### src/rtl/c3lib_gate_en_seq.sv
// c3lib_gate_en_seq
//   Produces the registered enable for c3lib_and2_* gating cells. Opening the
//   gate is a level req/ack handshake with a programmable settle time before
//   gate_en rises. Closing drops gate_en at once, but en_ack stays high until
//   a drain time has elapsed.
//
//   en_req must already be synchronous to clk.
//
// Handshake: en_req is a level request. The requester holds en_req stable
//   until en_ack == en_req. If en_req changes early, the FSM still follows its
//   transition rules. gate_en never glitches, and the drain is never cut short.
//
// Ports
//   clk      in   clock
//   rst      in   synchronous reset, active-high
//   en_req   in   level enable request (1 = want gate open)
//   gate_en  out  registered enable, drives in1 of the and2 gating cell
//   en_ack   out  registered level ack, mirrors en_req once its sequence completes
//   busy     out  registered, 1 while in ON_WAIT or OFF_WAIT
module c3lib_gate_en_seq #(
    parameter int ON_DLY  = 4,
    parameter int OFF_DLY = 8
) (
    input  logic clk,
    input  logic rst,
    input  logic en_req,
    output logic gate_en,
    output logic en_ack,
    output logic busy
);

    localparam int MAX_DLY = (ON_DLY > OFF_DLY) ? ON_DLY : OFF_DLY;
    localparam int CNT_W   = (MAX_DLY < 2) ? 1 : $clog2(MAX_DLY + 1);

    // The counter is loaded with delay-1 on entry to a wait state. The wait
    // state then ends on the edge that finds cnt at zero.
    localparam logic [CNT_W-1:0] ON_LOAD  = (ON_DLY  > 0) ? CNT_W'(ON_DLY  - 1) : '0;
    localparam logic [CNT_W-1:0] OFF_LOAD = (OFF_DLY > 0) ? CNT_W'(OFF_DLY - 1) : '0;

    typedef enum logic [1:0] {
        OFF      = 2'd0,
        ON_WAIT  = 2'd1,
        ON       = 2'd2,
        OFF_WAIT = 2'd3
    } state_t;

    state_t           state, state_nxt;
    logic [CNT_W-1:0] cnt, cnt_nxt;

    always_comb begin
        state_nxt = state;
        cnt_nxt   = cnt;
        case (state)
            OFF: begin
                if (en_req) begin
                    if (ON_DLY == 0) begin
                        state_nxt = ON;
                    end else begin
                        state_nxt = ON_WAIT;
                        cnt_nxt   = ON_LOAD;
                    end
                end
            end
            ON_WAIT: begin
                if (!en_req) begin
                    state_nxt = OFF;
                end else if (cnt == '0) begin
                    state_nxt = ON;
                end else begin
                    cnt_nxt = cnt - CNT_W'(1);
                end
            end
            ON: begin
                if (!en_req) begin
                    if (OFF_DLY == 0) begin
                        state_nxt = OFF;
                    end else begin
                        state_nxt = OFF_WAIT;
                        cnt_nxt   = OFF_LOAD;
                    end
                end
            end
            OFF_WAIT: begin
                // The drain ignores en_req, so the gated logic always gets its full drain time.
                if (cnt == '0) begin
                    state_nxt = OFF;
                end else begin
                    cnt_nxt = cnt - CNT_W'(1);
                end
            end
            default: begin
                state_nxt = OFF;
                cnt_nxt   = '0;
            end
        endcase
    end

    // Outputs are registered from the next state. They therefore equal decodes
    // of the current state, with no combinational path to the gating cell.
    always_ff @(posedge clk) begin
        if (rst) begin
            state   <= OFF;
            cnt     <= '0;
            gate_en <= 1'b0;
            en_ack  <= 1'b0;
            busy    <= 1'b0;
        end else begin
            state   <= state_nxt;
            cnt     <= cnt_nxt;
            gate_en <= (state_nxt == ON);
            en_ack  <= (state_nxt == ON) || (state_nxt == OFF_WAIT);
            busy    <= (state_nxt == ON_WAIT) || (state_nxt == OFF_WAIT);
        end
    end

endmodule

### config.mk
export PLATFORM = sky130hd
export DESIGN_NAME = c3lib_gate_en_seq
export DESIGN_NICKNAME = d
export VERILOG_FILES = /design/src/rtl/c3lib_gate_en_seq.sv
export SDC_FILE = /design/constraint.sdc
export NUM_CORES = 1
export LEC_CHECK = 0
export CAP_MARGIN = 20
export CORE_AREA = 2 2 39 41
export DETAILED_ROUTE_END_ITERATION = 12
export DIE_AREA = 0 0 41 43
export SYNTH_ARGS = -nofsm -noshare
export SYNTH_HDL_FRONTEND = slang
export SYNTH_SLANG_ARGS = --single-unit
### constraint.sdc
create_clock -name clk -period 1.8 [get_ports clk]
set_input_delay 0.18 -clock clk [delete_from_list [all_inputs] [get_ports clk]]
set_output_delay 0.18 -clock clk [all_outputs]
set_load 0.01 [all_outputs]
==> out/qor.yml, run 1 <==
outcome: "finished clean"
fp.dieW_um: 41
dpl.hpwl_um: 524
rsz0062_at_grt: "no"
overflow: 0
r2r_end: "cnt[3]$_SDFFE_PP0P_"
core_area_um2: 1380
start_util_pct: 29.0
swShare_pct: 25.2
worst_hold_path_type: "flip-flop to flip-flop"
cp_max_fo: 4
fillers: 147
min_from: "cnt[1]$_SDFFE_PP0P_"
cts_hold_buf: 0
drtPass1Iterations: 6
synth_fp_nets: 47
synthesis.yosys.warnings: 0
num_antenna_cells: 0
fin_cells: 67
dieArea_um2: 1760
setup_viol: 0
combPwrFrac_pct: 19.0
cts_tree: "built"
power.switching_uw: 104
sequentialPowerShare_pct: 49.0
end_kind: "flip-flop"
dp_cells: 64
power_frac_clock_pct: 32.0
cts_setup_buffers: 0
netlist_area_um2: 402
cts-root-buf: "clkbuf_4"
ff2ff_setup_slack_ns: 0.25
h-tree-depth: 1
cap_violations: 0
r2r_start: "cnt[0]$_SDFFE_PP0P_"
fin_crit_sh_pct: 85.9
port-buffer-count: 5
synth_seq_cells: 8
p_leak_nw: 0.186
clock.fmax_mhz: 646
reg2reg_depth: 6
antenna_found_initial: 0
place_congestion: 0.656
finalHoldViolations: 0
clkLatencyLatePin_ns: 0.24
final_antenna_net_count: 0
slew_violations: 0
synth.area.top_cells: "dfxtp_1 40%, nor2_1 6.5%, o211ai_4 5.3%"
cts_resized: 0
peakVddDrop_mv: 0.243
post_synth_num_cell_types: 23
routed_wl_um: 676
avgSynthCellArea_um2: 9.34
min_period_ns: 1.55
path_cells: "inv_1, ha_1, nand4bb_2, o211ai_4, or3_1, a211oi_2"
synthCells: 43
grt_max_degree: 11
multiInputGateArea_um2: 218
clock-sinks: 8
p_per_area_nw_per_um2: 823
synthDominantCellAreaShare_pct: 39.9
worst_pin_slew_ns: 0.374
hold_end: "cnt[1]$_SDFFE_PP0P_"
synth_largest_area_cell: "dfxtp_1"
yosysSeqAreaShare_pct: 39.9
worstPathArrival_ns: 1.72
regArea_um2: 160
p_int_uw: 308
drtIter0Drc: 1
cts_buffers: 3
slew-limit-headroom_pct: 75.0
rows: 14
hold_path_depth: 2
cp_slowest_cell: "or3_1"
top_level_ports: 6
critPathKind: "flip-flop to flip-flop"
grt_use_total_pct: 9.76
areaGrowthSynthToFinish_pct: 24.6
vias_per_cell: 4.87
fin_skew_ns: 0.00488
clk_path_buf_depth: 2
worstPathRequired_ns: 1.97
drive_above_1_share_pct: 17.6
cpPeakStageDelay_ns: 0.36
vias: 326
setup_tns_ns: 0
drc: 0
die_y_um: 43
final_nets: 57
grt_pass1_vias: 298
clk_pin_slew_ns: 0.06
grt_pass1_wl_um: 1140
critical_path.startpoint_type: "flip-flop"
wl_per_cell_um: 10.1
per-layer routing:
metal	GRT usage, %	vias to the layer above	routed length (µm)
met2	12.5	7	272
li1	-	170	-
met4	8.00	0	14
met3	3.14	2	35
met5	0	-	0
met1	12.6	147	354
cell usage in the layout, fill, tap and decap left out:
cell             n
inv_1            2
o211ai_1         1
nand4bb_2        1
mux2i_1          1
a221oi_1         2
nor2_1           7
nand3b_1         1
nor3b_1          1
buf_4            3
o21ai_0          3
clkdlybuf4s50_1  5
o21ai_1          1
nand2b_1         1
a211oi_2         1
and3b_1          1
a21oi_1          3
ha_1             1
clkbuf_4         3
xnor2_1          1
or3_1            2
a21o_1           1
o211ai_4         1
dfxtp_1          8
final cells by class:
| type | instances | share of cell area [%] |
|---|---|---|
| flip-flops and latches | 8 | 32.0 |
| repair buffers | 8 | 14.5 |
| multi-input cells | 30 | 43.5 |
| inverters | 2 | 1.50 |
| clock buffers | 3 | 4.50 |
| well taps | 16 | 4.00 |
per-stage QoR:
step	hold slack [ns]	power [mW]	cell area [µm²]	utilization (%)	setup WS [ns]
3_5_place_dp	0.480	0.285	478	34.5	0.215
2_1_floorplan	0.456	0.259	402	-	0.326
3_3_place_gp	0.480	0.284	478	34.5	0.228
5_1_grt	0.524	0.439	500	36.2	0.156
6_report	0.491	0.412	500	36.2	0.253
4_1_cts	0.490	0.422	500	36.2	0.233
worst max path at each step:
stage | cells after the start | slack (ns) | from | endpoint
floorplan | 6 | 0.33 | cnt[0]$_SDFFE_PP0P_ | cnt[3]$_SDFFE_PP0P_
global placement | 5 | 0.23 | en_req | cnt[3]$_SDFFE_PP0P_
detailed placement | 6 | 0.21 | en_req | cnt[2]$_SDFFE_PP0P_
CTS | 6 | 0.23 | cnt[0]$_SDFFE_PP0P_ | cnt[3]$_SDFFE_PP0P_
global route | 6 | 0.16 | cnt[0]$_SDFFE_PP0P_ | cnt[3]$_SDFFE_PP0P_
finish | 6 | 0.25 | cnt[0]$_SDFFE_PP0P_ | cnt[3]$_SDFFE_PP0P_
critical path, delay by kind of cell (launching register included):
family	cells	cell delay [ns]
compound gates	2	0.29
fa+ha+maj	1	0.24
buf+inv	1	0.06
flops	1	0.34
simple gates	2	0.52
state kept, by name (all words and copies together), names as in the netlist:
name,flops
cnt,4
en_ack,1
gate_en,1
state,2
synthesized netlist by cell type:
| master | instances |
|---|---|
| o21ai_1 | 1 |
| a221oi_1 | 2 |
| or3_1 | 2 |
| nand4bb_2 | 1 |
| nor3b_1 | 1 |
| mux2i_1 | 1 |
| a21oi_1 | 3 |
| ha_1 | 1 |
| o211ai_4 | 1 |
| inv_1 | 2 |
| o211ai_1 | 1 |
| buf_4 | 1 |
| a211oi_2 | 1 |
| nor2_1 | 7 |
| buf_1 | 1 |
| nand2b_1 | 1 |
| dfxtp_1 | 8 |
| a21o_1 | 1 |
| buf_2 | 1 |
| o21ai_0 | 3 |
| and3b_1 | 1 |
| xnor2_1 | 1 |
| nand3b_1 | 1 |
cells by family after synthesis:
| kind of cell | Yosys count | synth area share (%) |
|---|---|---|
| AOI/OAI and AO/OA | 13 | 25.2 |
| xor gates and xnor gates | 1 | 2.18 |
| adders and majority gates | 1 | 3.11 |
| buffers and inverters | 5 | 5.92 |
| DFF | 8 | 39.9 |
| muxes | 1 | 2.49 |
| and+or+nand+nor | 14 | 21.2 |
power by group through the flow:
stage                     logic, mW  clock network (mW)  registers [mW]
final                        0.0783               0.132           0.202
after global routing         0.0885               0.147           0.204
after CTS                    0.0794               0.141           0.202
after detailed placement     0.0791                   0           0.206
after global placement       0.0786                   0           0.206
after floorplan              0.0569                   0           0.202
Power figures use the tool's default switching activity.
==> run 2, diff against run 1 <==
- CELL_PAD_IN_SITES_DETAIL_PLACEMENT: default -> 1
- CELL_PAD_IN_SITES_GLOBAL_PLACEMENT: default -> 1
- PLACE_DENSITY_LB_ADDON: default -> 0.1
- clock period: 1.8 -> 1.75 ns (I/O delays scaled with it)
==> run 2 against run 1 <==
Effect of this change: register-to-register slack worse by 0.06 ns; non-clock buffer count is 2 lower; wire length is 30% higher; total power is 5.2% higher; first-iteration DRC count grew to 3.0 times the previous value; largest power group unchanged; highest routed layer unchanged.
==> out/qor.yml, run 2 (synthesized netlist as in run 1, its figures left out) <==
outcome: "finished clean"
vias: 336
grt_pass1_wl_um: 1500
end_kind: "flip-flop"
drc: 0
slew_violations: 0
final_antenna_net_count: 0
final_cell_mix: "8 x dfxtp_1, 7 x nor2_1, 5 x clkdlybuf4s50_1"
worstPathRequired_ns: 1.93
antenna_found_initial: 0
die_y_um: 43
peakVddDrop_mv: 0.379
critical_path.startpoint_type: "flip-flop"
wl_per_cell_um: 13.5
cts_hold_buf: 0
rows: 14
cp_slowest_cell: "or3_1"
cpLargestDelayFamily: "simple AND/OR/NAND/NOR gates"
cts-root-buf: "clkbuf_4"
finish.utilization_pct: 36.1
cts_setup_buffers: 0
worst_hold_path_type: "flip-flop to flip-flop"
worst_pin_slew_ns: 0.395
dieArea_um2: 1760
areaGrowthSynthToFinish_pct: 24.3
dpl.hpwl_um: 673
reg.largest.list: "cnt (4), state (2)"
layout_commonest_cell: "dfxtp_1"
num_antenna_cells: 0
p_per_area_nw_per_um2: 868
path_cells: "inv_1, ha_2, nand4bb_4, o211ai_4, or3_1, a211oi_2"
drive_above_1_share_pct: 16.3
drtPass1Iterations: 2
overflow: 0
largest_reg_flops: 4
worstPathArrival_ns: 1.73
core_area_um2: 1380
place_congestion: 0.642
h-tree-depth: 1
clkLatencyLatePin_ns: 0.25
top_level_ports: 6
min_period_ns: 1.56
drtIter0Drc: 3
grt_use_total_pct: 13.4
fin_skew_ns: 0.00232
slew-limit-headroom_pct: 73.6
grt_max_degree: 11
path_buf_inv: 1
routed_wl_um: 878
clock.fmax_mhz: 643
finalHoldViolations: 0
critPathKind: "flip-flop to flip-flop"
clk_pin_slew_ns: 0.05
vias_per_cell: 5.17
port-buffer-count: 5
ff2ff_setup_slack_ns: 0.19
cts_resized: 0
cts_tree: "built"
cp_max_fo: 5
final_nets: 55
setup_tns_ns: 0
largest_register: "cnt"
clk_path_buf_depth: 2
p_leak_nw: 0.176
cpPeakStageDelay_ns: 0.38
clock-sinks: 8
fin_crit_sh_pct: 88.9
setup_viol: 0
start_util_pct: 29.0
rsz0062_at_grt: "no"
grt_pass1_vias: 360
cts_buffers: 3
cap_violations: 0
fp.dieW_um: 41
## run 2: routing by layer
metal / routed length [µm] / global-route usage, % / up-vias
met5: 0 / 0 / -
met4: 22 / 10.0 / 0
met3: 31 / 4.71 / 3
met2: 427 / 19.7 / 7
met1: 397 / 14.9 / 159
li1: - / - / 167
## run 2: final cells by class
type	instances	area, µm²
multi-input combinational	30	231
inverter	2	7.51
clock buffer	3	22.5
timing repair buffer	6	57.6
sequential	8	160
fill	163	885
tap	16	20.0
## run 2: final timing paths
check / start / to / depth (start not counted)
min reg2reg: cnt[1]$_SDFFE_PP0P_ / cnt[1]$_SDFFE_PP0P_ / 2
max reg2reg: cnt[0]$_SDFFE_PP0P_ / cnt[3]$_SDFFE_PP0P_ / 6
max: cnt[0]$_SDFFE_PP0P_ / cnt[3]$_SDFFE_PP0P_ / 6
min: cnt[1]$_SDFFE_PP0P_ / cnt[1]$_SDFFE_PP0P_ / 2
## run 2: worst register-to-register path: stages, from the launching register on
cell and delay [ns]:
dfxtp_1 0.35, inv_1 0.08, ha_2 0.22, nand4bb_4 0.13, o211ai_4 0.12, or3_1 0.38, a211oi_2 0.20
## run 2: through the flow
stage	hold slack (ns)	cells	setup WS, ns	total power, mW	cell area [µm²]
after global routing	0.537	65	0.0614	0.468	499
after CTS	0.500	65	0.0884	0.436	485
after floorplan	0.456	43	0.276	0.267	402
after global placement	0.470	62	0.0616	0.286	463
after detailed placement	0.491	62	0.0329	0.293	463
final	0.506	65	0.195	0.433	499
## run 2: where the power goes
part	total, mW	internal, mW	leakage, nW	switching, mW
Sequential	0.209	0.195	0.0656	0.0139
Clock	0.140	0.0784	0.0138	0.0618
Combinational	0.0839	0.0432	0.0967	0.0407
